## src/rtl/mobile_storage_clk_gen.sv

```systemverilog
// Multi-card card-clock generator: one shared programmable period counter feeds
// per-card gated cclk levels plus cycle-aligned drive and sample strobes.
module mobile_storage_clk_gen #(
  parameter int               NUM_CARDS     = 2,
  parameter int               DIV_W         = 8,
  parameter int               PH_W          = DIV_W + 1,
  parameter logic [DIV_W-1:0] RESET_DIV     = 8'd49,
  parameter int               READY_PERIODS = 4
) (
  input  logic                 clk_2x,
  input  logic                 reset_n,
  input  logic [NUM_CARDS-1:0] clk_enable,
  input  logic [NUM_CARDS-1:0] clk_lp_en,
  input  logic [NUM_CARDS-1:0] card_busy,
  input  logic [DIV_W-1:0]     clk_div,
  input  logic [PH_W-1:0]      drv_phase,
  input  logic [PH_W-1:0]      smpl_phase,
  input  logic                 cfg_update,
  output logic                 cfg_ack,
  output logic                 clk_ready,
  output logic [NUM_CARDS-1:0] cclk_out,
  output logic [NUM_CARDS-1:0] cclk_drv_stb,
  output logic [NUM_CARDS-1:0] cclk_smpl_stb,
  output logic                 rdy_state_dbg
);

  localparam int TALLY_W = $clog2(READY_PERIODS + 1);

  typedef enum logic {ST_WAIT = 1'b0, ST_READY = 1'b1} rdy_state_e;

  logic [PH_W-1:0]      cnt_q, cnt_d;
  logic [DIV_W-1:0]     div_q, div_d, sh_div_q, sh_div_d;
  logic [PH_W-1:0]      drv_q, drv_d, sh_drv_q, sh_drv_d;
  logic [PH_W-1:0]      smpl_q, smpl_d, sh_smpl_q, sh_smpl_d;
  logic                 pend_q, pend_d;
  logic [NUM_CARDS-1:0] run_q, run_d;
  rdy_state_e           state_q, state_d;
  logic [TALLY_W-1:0]   tally_q, tally_d;
  logic                 ack_q, ack_d;
  logic [NUM_CARDS-1:0] cclk_q, cclk_d;
  logic [NUM_CARDS-1:0] drv_stb_q, drv_stb_d;
  logic [NUM_CARDS-1:0] smpl_stb_q, smpl_stb_d;

  logic [PH_W-1:0] last_q, last_d, drv_pos, smpl_pos;
  logic            wrap, apply;

  // Handshake: cfg_update is a single-cycle request with no back-pressure; it
  // may repeat freely (the shadow simply takes the newest values). cfg_ack
  // pulses for one cycle in the last cycle of the old period, the cycle at
  // whose end the shadow becomes active.
  always_comb begin
    last_q = {div_q, 1'b1};
    wrap   = (cnt_q == last_q);
    apply  = wrap & pend_q;

    cnt_d     = wrap ? '0 : cnt_q + PH_W'(1);
    div_d     = div_q;
    drv_d     = drv_q;
    smpl_d    = smpl_q;
    sh_div_d  = sh_div_q;
    sh_drv_d  = sh_drv_q;
    sh_smpl_d = sh_smpl_q;
    pend_d    = pend_q;
    run_d     = run_q;

    if (apply) begin
      div_d  = sh_div_q;
      drv_d  = sh_drv_q;
      smpl_d = sh_smpl_q;
      pend_d = 1'b0;
    end
    // Start/stop only at the period boundary so no runt phase is ever emitted.
    if (wrap) begin
      run_d = clk_enable & ~(clk_lp_en & ~card_busy);
    end
    if (cfg_update) begin
      sh_div_d  = clk_div;
      sh_drv_d  = drv_phase;
      sh_smpl_d = smpl_phase;
      pend_d    = 1'b1;
    end

    // Outputs are registered from next-state so they line up with cnt_q.
    last_d     = {div_d, 1'b1};
    drv_pos    = (drv_d > last_d) ? last_d : drv_d;
    smpl_pos   = (smpl_d > last_d) ? last_d : smpl_d;
    cclk_d     = run_d & {NUM_CARDS{cnt_d <= {1'b0, div_d}}};
    drv_stb_d  = run_d & {NUM_CARDS{cnt_d == drv_pos}};
    smpl_stb_d = run_d & {NUM_CARDS{cnt_d == smpl_pos}};
    ack_d      = pend_d & (cnt_d == last_d);
  end

  always_comb begin
    state_d = state_q;
    tally_d = tally_q;
    if (cfg_update) begin
      state_d = ST_WAIT;
      tally_d = '0;
    end else if (apply) begin
      tally_d = '0;
    end else if (wrap && state_q == ST_WAIT) begin
      if (tally_q == TALLY_W'(READY_PERIODS - 1)) begin
        state_d = ST_READY;
        tally_d = '0;
      end else begin
        tally_d = tally_q + TALLY_W'(1);
      end
    end
  end

  always_ff @(posedge clk_2x or negedge reset_n) begin
    if (!reset_n) begin
      cnt_q      <= '0;
      div_q      <= RESET_DIV;
      drv_q      <= '0;
      smpl_q     <= '0;
      sh_div_q   <= RESET_DIV;
      sh_drv_q   <= '0;
      sh_smpl_q  <= '0;
      pend_q     <= 1'b0;
      run_q      <= '0;
      state_q    <= ST_WAIT;
      tally_q    <= '0;
      ack_q      <= 1'b0;
      cclk_q     <= '0;
      drv_stb_q  <= '0;
      smpl_stb_q <= '0;
    end else begin
      cnt_q      <= cnt_d;
      div_q      <= div_d;
      drv_q      <= drv_d;
      smpl_q     <= smpl_d;
      sh_div_q   <= sh_div_d;
      sh_drv_q   <= sh_drv_d;
      sh_smpl_q  <= sh_smpl_d;
      pend_q     <= pend_d;
      run_q      <= run_d;
      state_q    <= state_d;
      tally_q    <= tally_d;
      ack_q      <= ack_d;
      cclk_q     <= cclk_d;
      drv_stb_q  <= drv_stb_d;
      smpl_stb_q <= smpl_stb_d;
    end
  end

  assign cfg_ack       = ack_q;
  assign clk_ready     = (state_q == ST_READY);
  assign cclk_out      = cclk_q;
  assign cclk_drv_stb  = drv_stb_q;
  assign cclk_smpl_stb = smpl_stb_q;
  assign rdy_state_dbg = state_q;

endmodule

```

## config.mk

```make
export PLATFORM = sky130hd
export DESIGN_NAME = mobile_storage_clk_gen
export DESIGN_NICKNAME = d
export VERILOG_FILES = /design/src/rtl/mobile_storage_clk_gen.sv
export SDC_FILE = /design/constraint.sdc
export NUM_CORES = 1
export LEC_CHECK = 0
export ABC_AREA = 0
export BUFFER_PORTS_ARGS = -buffer_cell sky130_fd_sc_hd__buf_2
export CORE_ASPECT_RATIO = 1.2
export CORE_MARGIN = 4
export CORE_UTILIZATION = 55
export DETAILED_ROUTE_END_ITERATION = 12
export PLACE_DENSITY = 0.73
export SLEW_MARGIN = 25
export SYNTH_ARGS = -nofsm -noshare
export SYNTH_HDL_FRONTEND = slang
export SYNTH_SLANG_ARGS = --single-unit
```

## constraint.sdc

```tcl
create_clock -name clk_2x -period 4.5 [get_ports clk_2x]
set_input_delay 0.9 -clock clk_2x [delete_from_list [all_inputs] [get_ports clk_2x]]
set_output_delay 0.9 -clock clk_2x [all_outputs]
set_load 0.05 [all_outputs]
```

### Yosys cells after proc, flatten, opt, wreduce, memory -nomap -nowiden

Index checks and enable logic that the tools add are counted.

| operators by class | value |
|---|---|
| add/subtract/negate cells | 2 |
| reduce and logical (&&, ||, !) cells | 5 |
| bitwise logic cells | 10 |
| shift-type cells | 0 |
| magnitude comparators | 3 |
| divide/modulo/power cells | 0 |
| muxes and demuxes | 17 |
| $mul | 0 |
| equal/unequal tests | 6 |

Operators by type and width:

| cell | count |
|---|---|
| 2-to-1 mux 9 bit | 5 |
| == test 9 bit | 4 |
| greater-than comparator 9 bit | 2 |
| 2-to-1 mux 3 bit | 4 |
| AND 2 bit | 5 |
| adder 9 x 1 -> 9 bit (second input constant) | 1 |
| <= comparator 9 x 8 -> 1 bit | 1 |
| 2-to-1 mux 8 bit | 1 |
| 2-to-1 mux 1 bit | 6 |
| inverter 2 bit | 2 |
| nonzero test 2 bit | 2 |
| adder 3 x 1 -> 3 bit (second input constant) | 1 |
| == test 3 x 2 -> 1 bit (second input constant) | 1 |
| AND reduction 3 bit | 1 |
| nonzero test 3 bit | 1 |
| AND 1 bit | 2 |
| 2-to-1 mux 2 bit | 1 |
| inequality test 2 bit (second input constant) | 1 |
| logical AND 1 bit | 1 |
| inverter 1 bit | 1 |

| word-level totals | value |
|---|---|
| bits in read-only memories | 0 |
| memories kept | 0 |
| bits in writable memories | 0 |
| register bits | 75 |
| bits in latches | 0 |
| input port bits | 35 |

### Depth between registers and ports, before layout

Gate-level depths: netlist of the first run.

| depth | value |
|---|---|
| depth after elaboration | 7 |
| depth in mapped cells | 18 |
| gate-level depth less buffers | 15 |

### Worst setup path after synthesis of the first run

Ideal clock, no wire load.

| timing | value |
|---|---|
| path kind | register -> register |
| start | reg div_q[4] |
| end | reg smpl_stb_q[0], in the netlist cclk_smpl_stb[0] |
| data arrival time | 3,892 ps |
| buffers on the path | 3 |
| required time | 4,412 ps |
| stages on the path, launching flop included | 18 |
| period minus slack after synthesis | 3,981 ps |
| slack | 519 ps |
| setup time | 88 ps |
| path through | dfstp_2 > xor2_1 > nor4_4 > nand4_4 > buf_2 > buf_2 > mux2_2 > ha_1 > inv_1 > o311ai_0 > o21ai_0 > a21boi_1 > or3_1 > clkbuf_1 > nand2_1 > a2bb2oi_1 > or3_1 > nor3b_1 |

| on the way | value |
|---|---|
| word-level cells in the longest chain between the ends | 7 |
| elaborated cells between the ends (all ways) | 10 |
| classes of those cells | 1 x order compare; 2 x eq/ne; 5 x mux; 2 x bitwise |

Ends and longest elaborated chain:

| element | RTL line | text |
|---|---|---|
| from (decl) | 32 | `logic [DIV_W-1:0] div_q, div_d, sh_div_q, sh_div_d;` |
| from (signal assigned) | 130 | `div_q <= div_d;` |
| == test 9 bit (*) | 53 | `wrap = (cnt_q == last_q);` |
| AND 1 bit (*) | 54 | `apply = wrap & pend_q;` |
| 2-to-1 mux 9 bit (*) | 66 | `if (apply) begin` |
| via smpl_d[3] | 34 | `logic [PH_W-1:0] smpl_q, smpl_d, sh_smpl_q, sh_smpl_d;` |
| greater-than comparator 9 bit | 86 | `smpl_pos = (smpl_d > last_d) ? last_d : smpl_d;` |
| 2-to-1 mux 9 bit (*) | 86 |  |
| == test 9 bit (*) | 89 | `smpl_stb_d = run_d & {NUM_CARDS{cnt_d == smpl_pos}};` |
| AND 2 bit (*) | 89 |  |
| via smpl_stb_d[0] | 42 | `logic [NUM_CARDS-1:0] smpl_stb_q, smpl_stb_d;` |
| to (signal assigned) | 143 | `smpl_stb_q <= smpl_stb_d;` |
| to (decl) | 42 |  |

The timed path passes the listed nets; every way through them passes the cells marked *.
A chain may end at the register's enable or synchronous reset.

### Final worst setup path of the first run

| timing | value |
|---|---|
| start | reg div_q[3] |
| end | reg drv_stb_q[1], in the netlist cclk_drv_stb[1] |

| on the way | value |
|---|---|
| word-level cells in the longest chain between the ends | 7 |
| elaborated cells between the ends (all ways) | 10 |
| classes of those cells | 1 x order compare; 2 x eq/ne; 5 x mux; 2 x bitwise |

Ends and longest elaborated chain:

| element | RTL line | text |
|---|---|---|
| == test 9 bit (*) | 53 |  |
| AND 1 bit (*) | 54 |  |
| 2-to-1 mux 9 bit (*) | 66 |  |
| via drv_d[1] | 33 | `logic [PH_W-1:0] drv_q, drv_d, sh_drv_q, sh_drv_d;` |
| greater-than comparator 9 bit | 85 | `drv_pos = (drv_d > last_d) ? last_d : drv_d;` |
| 2-to-1 mux 9 bit (*) | 85 |  |
| == test 9 bit (*) | 88 | `drv_stb_d = run_d & {NUM_CARDS{cnt_d == drv_pos}};` |
| AND 2 bit (*) | 88 |  |
| via drv_stb_d[1] | 41 | `logic [NUM_CARDS-1:0] drv_stb_q, drv_stb_d;` |
| to (signal assigned) | 142 | `drv_stb_q <= drv_stb_d;` |
| to (decl) | 41 |  |

Marks and branches as above.

==> impl_metrics.tcl, run 1 <==
set metrics [dict create \
    route.final.wire_length_mm 10.95 \
    die_x_extent_um 89 \
    async_set_or_reset_register_ratio_after_synthesis_pct 100.0 \
    timing.max_slew.rel_slack_pct 39.82 \
    post_synth_inst_count 408 \
    grt_antenna_before_repair 0 \
    path_clk_slew_ns 0.09 \
    dr.pass1.iters 4 \
    fill_cells 604 \
    count_of_endpoints_failing_hold_in_the_final_timing_report 0 \
    grt_overflow 0 \
    cap_viol_max_count 0 \
    nets 513 \
    ant_nets 0 \
    ys_seq_area_share_pct 43.51 \
    fin_util_pct 64.56 \
    synth-edff-count 0 \
    timing.final.crit_share_pct 95.03 \
    post_dr_wirelength_cell_um 19.72 \
    worst_min_delay_path_category "reg2reg" \
    synth_simple_gate_area_share_pct 13.38 \
    synth.mux.area_fraction_pct 15.46 \
    post_synth_fa_ha_maj_area_fraction_pct 7.166 \
    yosysMostFrequentCell "sky130_fd_sc_hd__dfrtp_1" \
    via_count 3279 \
    insertedDiodeCount 0 \
    dp_slack_ns 0.2514 \
    grt_pass1_wl_mm 17.42 \
    worst_setup_path_start_kind "flop" \
    dp.cells 538 \
    yosys_most_used_dff "sky130_fd_sc_hd__dfrtp_1" \
    maxSlewViolCount 0 \
    postCtsHoldBufs 0 \
    grt_setup_unrepaired "no" \
    synth.ff_latch_count 75 \
    tritoncts.num_buffers 9 \
    buffer_ports.inserted 43 \
    numClockSinks 75 \
    cts.root.buffer_cell "sky130_fd_sc_hd__clkbuf_8" \
    largest_family_of_logic_cells_by_synthesized_area "multiplexers" \
    synth_top_area_share_pct 39.87 \
    tightestPinTransition_ns 0.9028 \
    synth-compound-area-share_pct 8.899 \
    setup_total_negative_slack_ns 0 \
    area.growth.synth_to_final_pct 14.24 \
    cell_variety_after_synth 57 \
    post_synth_xor_area_fraction_pct 7.686 \
    finalSetupViolCount 0 \
    netlist_top_cells_area "sky130_fd_sc_hd__dfrtp_1, sky130_fd_sc_hd__mux2_2, sky130_fd_sc_hd__ha_1" \
    critical_path_required_ns 4.75 \
    clock_tree_from_tritoncts "yes" \
    layoutNonFillerInstCount 555 \
    postSynthNetCount 463 \
    timing.clock.skew_ns 0.01508 \
    cts_buffer_depth 2 \
    dr.first_iter.drc_count 266 \
    cts_htree_levels 3 \
    outcome "finished, final reports clean" \
    pin_count_of_the_biggest_net_entering_global_routing 76 \
    rows 35 \
    remaining_drc_errors 0 \
    seq_area_sq_um 1884 \
    max_freq_mhz 233.9 \
    yosys-top-cells-count "sky130_fd_sc_hd__dfrtp_1, sky130_fd_sc_hd__mux2_2, sky130_fd_sc_hd__nor2_1" \
    ioPinCount 44 \
    initial_utilization_pct 56.51 \
    coreArea_sq_um 7664 \
    timing_worst_setup_path_type "reg2reg" \
    netlist_area_pre_place_sq_um 4330 \
    die_h_um 105.2 \
    detailedPlacementHpwl_mm 8.443 \
    min_period_ns 4.276 \
    final.setup.worst_slack_ns 0.2238 \
    syn_avg_cell_area_sq_um 10.61 \
    design.die.area_sq_um 9363 \
    multi_input_area_sq_um 2282 \
    timing.critical_path.to_type "flop" \
    maximum_resistive_drop_on_vdd_v 0.0004060 \
    place.gp.congestion 0.9637 \
    detail_route.vias_per_cell 5.908 \
    globalRouteTotalUtil_pct 24.92 \
    p_leak_uw 0.002324 \
    power_density_nw_per_um2 801.8 \
    clk-insertion-delay-late_ns 0.36 \
    synthDominantAreaCellType "sky130_fd_sc_hd__dfrtp_1" \
    critPathMaxFanout 10 \
    grt_pass1_vias 3325 \
    layout-drive-gt1-share_pct 28.94 \
    critPathArrivalTime_ns 4.53 \
    synthesis.yosys.warnings 0 \
]
## metal layers
metal | vias to the layer above | global-route usage [%] | routed length [um]
met1 | 1586 | 33.15 | 4572
met4 | 0 | 13.83 | 571
li1 | 1544 | - | -
met5 | - | 0 | 0
met3 | 41 | 5.047 | 655
met2 | 108 | 37.42 | 5146
## timing repair
action                     4_1_cts  5_1_grt
resized for setup                0        2
setup buffers                    0        1
setup endpoints to repair        0        3
## area by class of cell
cell class	count	area share (%)
clock buffers	10	2.580
well taps	92	2.327
flip-flops and latches	75	38.09
multi-input cells	293	46.13
repair buffers	56	6.373
inverters	23	1.745
clock inverters	6	2.757
## cell usage in the layout, fill, tap and decap left out, types with 6 or more instances in the layout
master	instances
sky130_fd_sc_hd__buf_4	14
sky130_fd_sc_hd__buf_2	42
sky130_fd_sc_hd__o21ai_0	11
sky130_fd_sc_hd__dfstp_2	6
sky130_fd_sc_hd__nor3_1	8
sky130_fd_sc_hd__nand2_1	25
sky130_fd_sc_hd__mux2_2	45
sky130_fd_sc_hd__nor2_1	28
sky130_fd_sc_hd__mux2i_1	12
sky130_fd_sc_hd__inv_1	19
sky130_fd_sc_hd__clkbuf_8	9
sky130_fd_sc_hd__xor2_1	23
sky130_fd_sc_hd__dfrtp_1	69
sky130_fd_sc_hd__ha_1	20
sky130_fd_sc_hd__nand3_1	8
sky130_fd_sc_hd__maj3_1	6
sky130_fd_sc_hd__xnor2_1	15
sky130_fd_sc_hd__a21oi_1	15
## report_power, final
part / switching, uW / internal [uW] / leakage, uW
clock network: 265 / 427 / 0.000127
logic: 1340 / 938 / 0.00128
registers: 138 / 862 / 0.000912
## flip-flops by register name, indices dropped and copies added, names as in the netlist, 3 cells and up, named ones only
register and flops:
sh_smpl_q 9, sh_drv_q 9, sh_div_q 8, cnt_q 9
tally_q 3, div_q 8, smpl_q 9, drv_q 8
## cell families after synthesis
logic type,count (synthesis)
AOI/OAI and AO/OA,60
xor gates and xnor gates,38
adders and majority gates,26
buffers and inverters,40
DFF,75
muxes,60
and+or+nand+nor,109
## worst max-delay path, cell delays in order, from the launching register on
cell,delay (ns)
sky130_fd_sc_hd__dfrtp_1,0.39
sky130_fd_sc_hd__xor2_1,0.21
sky130_fd_sc_hd__nor4_4,0.44
sky130_fd_sc_hd__nand4_4,0.27
sky130_fd_sc_hd__buf_4,0.24
sky130_fd_sc_hd__mux2_2,0.31
sky130_fd_sc_hd__ha_1,0.26
sky130_fd_sc_hd__maj3_1,0.37
sky130_fd_sc_hd__a31oi_1,0.26
sky130_fd_sc_hd__o21ai_0,0.12
sky130_fd_sc_hd__a22oi_1,0.15
sky130_fd_sc_hd__buf_4,0.22
sky130_fd_sc_hd__mux2i_1,0.28
sky130_fd_sc_hd__xor2_1,0.20
sky130_fd_sc_hd__nand4_1,0.13
sky130_fd_sc_hd__nor4_1,0.31
## metrics by stage
stage,area [sq um],power [uW],hold WS [ns]
2_1_floorplan,4330,2566,0.4663
3_3_place_gp,4671,3184,0.4880
3_5_place_dp,4671,3229,0.4966
4_1_cts,4935,3930,0.5145
5_1_grt,4947,4227,0.5341
6_report,4947,3967,0.5106
## path summary, 6_finish.rpt
path	endpoint	slack [ns]	cells after the start	start
max	cclk_drv_stb[1]	0.22	15	div_q[3]
min	sh_smpl_q[8]	0.51	1	sh_smpl_q[8]
max reg2reg	cclk_drv_stb[1]	0.22	15	div_q[3]
min reg2reg	sh_smpl_q[8]	0.51	1	sh_smpl_q[8]
max in group asynchronous	div_q[1]	3.23	1	reset_n
min in group asynchronous	tally_q[2]	0.65	1	reset_n
No activity file was read; power rests on OpenSTA's default activity.
==> run 2, diff against run 1 <==
--- a/config.mk
+++ b/config.mk
@@ -7,7 +7,6 @@
 export LEC_CHECK = 0
 export ABC_AREA = 0
 export BUFFER_PORTS_ARGS = -buffer_cell sky130_fd_sc_hd__buf_2
-export CORE_ASPECT_RATIO = 1.2
 export CORE_MARGIN = 4
 export CORE_UTILIZATION = 55
 export DETAILED_ROUTE_END_ITERATION = 12
==> impl_metrics.tcl, run 2 (synthesis results as in run 1) <==
set metrics [dict create \
    outcome "finished, final reports clean" \
    die_h_um 96.73 \
    clk-insertion-delay-late_ns 0.35 \
    rows 32 \
    dp_slack_ns 0.1335 \
    cts_buffer_depth 2 \
    grt_overflow 0 \
    worst_setup_path_start_kind "flop" \
    area.growth.synth_to_final_pct 15.86 \
    coreArea_sq_um 7687 \
    maximum_resistive_drop_on_vdd_v 0.0003332 \
    critPathArrivalTime_ns 4.52 \
    dp.cells 543 \
    numClockSinks 75 \
    via_count 3332 \
    detail_route.vias_per_cell 5.887 \
    p_leak_uw 0.002335 \
    post_dr_wirelength_cell_um 18.79 \
    worst_min_delay_path_category "in2async" \
    grt_pass1_vias 3259 \
    maxSlewViolCount 0 \
    grt_pass1_wl_mm 16.91 \
    remaining_drc_errors 0 \
    max_freq_mhz 233.0 \
    ant_nets 0 \
    cap_viol_max_count 0 \
    nets 514 \
    timing.clock.skew_ns 0.01001 \
    buffer_ports.inserted 43 \
    initial_utilization_pct 56.33 \
    fill_cells 617 \
    timing.final.crit_share_pct 95.39 \
    globalRouteTotalUtil_pct 22.94 \
    die_x_extent_um 96.73 \
    layout-drive-gt1-share_pct 30.17 \
    path_clk_slew_ns 0.08 \
    ioPinCount 44 \
    count_of_endpoints_failing_hold_in_the_final_timing_report 0 \
    timing.critical_path.to_type "flop" \
    layout.cells.most_common "sky130_fd_sc_hd__dfrtp_1" \
    dr.first_iter.drc_count 222 \
    critPathMaxFanout 8 \
    setup_total_negative_slack_ns 0 \
    design.die.area_sq_um 9357 \
    tritoncts.num_buffers 9 \
    power_density_nw_per_um2 756.9 \
    most-common-layout-cells "sky130_fd_sc_hd__dfrtp_1, sky130_fd_sc_hd__mux2_2, sky130_fd_sc_hd__buf_2, sky130_fd_sc_hd__nor2_1, sky130_fd_sc_hd__nand2_1" \
    fin_area_sq_um 5017 \
    placed_area_sq_um 4658 \
    postCtsHoldBufs 0 \
    timing_worst_setup_path_type "reg2reg" \
    grt_antenna_before_repair 0 \
    place.gp.congestion 1.013 \
    insertedDiodeCount 0 \
    timing.max_slew.rel_slack_pct 54.16 \
    clock_tree_from_tritoncts "yes" \
    final.setup.worst_slack_ns 0.2076 \
    tightestPinTransition_ns 0.6876 \
    route.final.wire_length_mm 10.64 \
    cts_htree_levels 3 \
    cts.root.buffer_cell "sky130_fd_sc_hd__clkbuf_8" \
    layoutNonFillerInstCount 566 \
    detailedPlacementHpwl_mm 7.931 \
    finalSetupViolCount 0 \
    pin_count_of_the_biggest_net_entering_global_routing 76 \
    critical_path_required_ns 4.72 \
    dr.pass1.iters 5 \
    min_period_ns 4.292 \
]
==> run 2: cell types whose count changed in the layout (fill, tap and decap cells not counted), moves of 2 or more <==
cell / change
sky130_fd_sc_hd__nor4_2: +2
sky130_fd_sc_hd__nor4_1: -2
sky130_fd_sc_hd__clkinv_4: +2
sky130_fd_sc_hd__mux2i_1: -2
sky130_fd_sc_hd__bufinv_16: -2
sky130_fd_sc_hd__clkbuf_16: +2
sky130_fd_sc_hd__buf_4: -3
==> run 2: stage by stage <==
stage	total power, uW	util [%]	hold slack (ns)
after global placement	3085	60.60	0.4923
after CTS	3687	63.43	0.5161
after global routing	4047	65.27	0.4883
after floorplan	2566	-	0.4663
final	3798	65.27	0.4657
after detailed placement	3101	60.60	0.4989
==> run 2: final timing paths <==
check,start,depth (start not counted),to,slack (ns)
max,div_q[3],16,cclk_drv_stb[1],0.21
min,reset_n,1,cnt_q[6],0.47
max reg2reg,div_q[3],16,cclk_drv_stb[1],0.21
min reg2reg,sh_drv_q[7],1,sh_drv_q[7],0.51
max in group asynchronous,reset_n,2,div_q[5],3.42
min in group clk_2x,sh_drv_q[7],1,sh_drv_q[7],0.51
==> run 2: what timing repair did <==
action                     in CTS  in global routing
hold endpoints to repair        0                  0
setup endpoints to repair       0                  4
gates resized for setup         0                  9
setup buffers                   0                  4
==> run 2: area by class of cell <==
cell class / count / area (sq um) / area share, %
clock buffer: 10 / 127.6 / 2.544
clock inverter: 6 / 90.09 / 1.796
inverter: 23 / 86.33 / 1.721
multi-input combinational: 293 / 2310 / 46.04
sequential: 75 / 1886 / 37.58
tap: 102 / 127.6 / 2.544
timing repair buffer: 57 / 390.4 / 7.781
==> run 2: worst max-delay path, cell delays in order (launching register included) <==
cell and delay [ns]:
sky130_fd_sc_hd__dfrtp_2 0.45, sky130_fd_sc_hd__xor2_1 0.20, sky130_fd_sc_hd__nor4_4 0.27, sky130_fd_sc_hd__buf_4 0.18, sky130_fd_sc_hd__nand4_4 0.20, sky130_fd_sc_hd__buf_12 0.23, sky130_fd_sc_hd__mux2_2 0.32, sky130_fd_sc_hd__ha_1 0.25
sky130_fd_sc_hd__maj3_1 0.38, sky130_fd_sc_hd__a31oi_1 0.19, sky130_fd_sc_hd__o21ai_0 0.09, sky130_fd_sc_hd__a22oi_1 0.17, sky130_fd_sc_hd__buf_4 0.23, sky130_fd_sc_hd__mux2i_1 0.23, sky130_fd_sc_hd__xor2_1 0.19, sky130_fd_sc_hd__nand4_1 0.16
sky130_fd_sc_hd__nor4_2 0.41
==> run 2: layer usage <==
layer	track usage [%]	vias to the layer above	routed length (um)
li1	-	1550	-
met1	32.11	1642	4838
met5	0	-	0
met3	3.389	21	567
met4	9.503	0	274
met2	35.77	119	4957
==> run 2: where the power goes <==
group          total (uW)  switching [uW]  internal, uW
Sequential           1010             149           863
Combinational        2220            1280           941
Clock                 567             254           313
Total                3800            1680          2120
==> run 3, diff against run 2 <==
--- a/config.mk
+++ b/config.mk
@@ -7,10 +7,12 @@
 export LEC_CHECK = 0
 export ABC_AREA = 0
 export BUFFER_PORTS_ARGS = -buffer_cell sky130_fd_sc_hd__buf_2
+export CAP_MARGIN = 15
 export CORE_MARGIN = 4
 export CORE_UTILIZATION = 55
 export DETAILED_ROUTE_END_ITERATION = 12
 export PLACE_DENSITY = 0.73
+export RECOVER_POWER = 25
 export SLEW_MARGIN = 25
 export SYNTH_ARGS = -nofsm -noshare
 export SYNTH_HDL_FRONTEND = slang
==> impl_metrics.tcl, run 3 (synthesis results as in run 1) <==
set metrics [dict create \
    outcome "finished with violations" \
    violations "capacitance limit, slew limit" \
    clock_tree_from_tritoncts "yes" \
    path_clk_slew_ns 0.08 \
    layout-drive-gt1-share_pct 29.53 \
    power_density_nw_per_um2 759.0 \
    dp_slack_ns 0.1335 \
    place.gp.congestion 1.013 \
    critPathArrivalTime_ns 4.50 \
    route.final.wire_length_mm 10.64 \
    pin_count_of_the_biggest_net_entering_global_routing 76 \
    layout.cells.most_common "sky130_fd_sc_hd__dfrtp_1" \
    design.die.area_sq_um 9357 \
    timing.final.crit_share_pct 94.84 \
    timing.critical_path.cells "xor2_1 -> nor4_4 -> buf_4 -> nand4_4 -> buf_12 -> mux2_2 -> ha_1 -> maj3_1 -> a31oi_1 -> o21ai_0 -> a22oi_1 -> buf_4 -> mux2i_1 -> xor2_1 -> nand4_1 -> nor4_2" \
    timing.clock.skew_ns 0.01005 \
    crit_path_top_delay_cell "sky130_fd_sc_hd__dfrtp_2" \
    via_count 3305 \
    count_of_endpoints_failing_hold_in_the_final_timing_report 0 \
    timing_worst_setup_path_type "reg2reg" \
    final.setup.worst_slack_ns 0.2322 \
    grt_pass1_wl_mm 16.91 \
    global_route.usage.met1_pct 32.11 \
    grt_antenna_before_repair 0 \
    remaining_drc_errors 0 \
    finalSetupViolCount 0 \
    die_x_extent_um 96.73 \
    coreArea_sq_um 7687 \
    placed_area_sq_um 4658 \
    worst_setup_path_start_kind "flop" \
    grt_use_met3_pct 3.389 \
    setup_total_negative_slack_ns 0 \
    max_freq_mhz 234.3 \
    ant_nets 0 \
    post_dr_wirelength_cell_um 18.79 \
    buffer_ports.inserted 43 \
    clk-insertion-delay-late_ns 0.35 \
    worst_min_delay_path_category "reg2reg" \
    cts_htree_levels 3 \
    cap_viol_max_count 1 \
    grt_pass1_vias 3259 \
    timing.max_slew.rel_slack_pct -38.68 \
    detailedPlacementHpwl_mm 7.931 \
    globalRouteTotalUtil_pct 22.94 \
    dp.cells 543 \
    die_h_um 96.73 \
    cts_buffer_depth 2 \
    globalRoute.busiestLayer "met2" \
    dr.pass1.iters 5 \
    critical_path_required_ns 4.73 \
    fin_area_sq_um 4999 \
    initial_utilization_pct 56.33 \
    area.growth.synth_to_final_pct 15.43 \
    critPathMaxFanout 8 \
    insertedDiodeCount 0 \
    maxSlewViolCount 49 \
    maximum_resistive_drop_on_vdd_v 0.0003330 \
    numClockSinks 75 \
    global_route.usage.met2_pct 35.77 \
    timing.critical_path.to_type "flop" \
    layoutNonFillerInstCount 566 \
    p_leak_uw 0.002334 \
    ioPinCount 44 \
    detail_route.vias_per_cell 5.839 \
    cts.root.buffer_cell "sky130_fd_sc_hd__clkbuf_8" \
    grt_overflow 0 \
    fill_cells 617 \
    rows 32 \
    min_period_ns 4.268 \
    tightestPinTransition_ns 2.080 \
    nets 514 \
    worst_hold_slack_ns 0.5106 \
    timing.critical_path.slowest_cell_delay_ns 0.46 \
    dr.first_iter.drc_count 226 \
    most-common-layout-cells "sky130_fd_sc_hd__dfrtp_1, sky130_fd_sc_hd__mux2_2, sky130_fd_sc_hd__buf_2, sky130_fd_sc_hd__nor2_1, sky130_fd_sc_hd__nand2_1" \
    tritoncts.num_buffers 9 \
]
run 3: cell count changes in the layout (fill, tap and decap cells not counted), sizes merged:
cell,change
buf,-2
clkbuf,+1
dlymetal6s4s,+1
run 3: cell type report:
class                   count  area, sq um  share of cell area [%]
multi-input cells         293         2310                   46.21
flip-flops and latches     75         1886                   37.72
repair buffers             57        371.6                   7.434
clock buffers              10        127.6                   2.553
well taps                 102        127.6                   2.553
clock inverters             6        90.09                   1.802
inverters                  23        86.33                   1.727
run 3: metrics by stage:
| step | util [%] | total power, uW |
|---|---|---|
| final | 65.02 | 3794 |
| after global routing | 65.02 | 4045 |
| after CTS | 63.43 | 3687 |
| after detailed placement | 60.60 | 3101 |
| after global placement | 60.60 | 3085 |
| after floorplan | - | 2566 |
run 3: critical path: cells and delay by family, from the launching register on:
family	cells	cell delay, ns
AOI/OAI and AO/OA	3	0.45
xor gates and xnor gates	2	0.39
adders and majority gates	2	0.63
buffers and inverters	3	0.65
DFF	1	0.46
muxes	2	0.55
and+or+nand+nor	4	1.03
run 3: report_power, final:
| group | internal (uW) | switching [uW] |
|---|---|---|
| clock | 313 | 256 |
| sequential | 863 | 149 |
| combinational | 939 | 1270 |
| total | 2120 | 1680 |
run 3: worst paths after layout:
check	startpoint	endpoint	slack, ns	cells after the start
max reg2reg	div_q[3]	cclk_drv_stb[1]	0.23	16
max	div_q[3]	cclk_drv_stb[1]	0.23	16
min reg2reg	sh_drv_q[1]	sh_drv_q[1]	0.51	1
max in group asynchronous	reset_n	drv_q[5]	0.88	2
min in group asynchronous	reset_n	cnt_q[5]	0.87	1
min	sh_drv_q[1]	sh_drv_q[1]	0.51	1
run 3: layer usage:
metal	part of all wire (%)	routed length [um]	up-vias
met2	47	5009	118
met5	0	0	-
met4	2.3	246	0
met3	5.9	631	17
met1	45	4748	1621
li1	-	-	1549
run 3: repair_timing:
| action | CTS | global route |
|---|---|---|
| gates resized for setup | 0 | 9 |
| setup endpoints to repair | 0 | 4 |
| hold buffers | 0 | 0 |
| setup buffers | 0 | 4 |
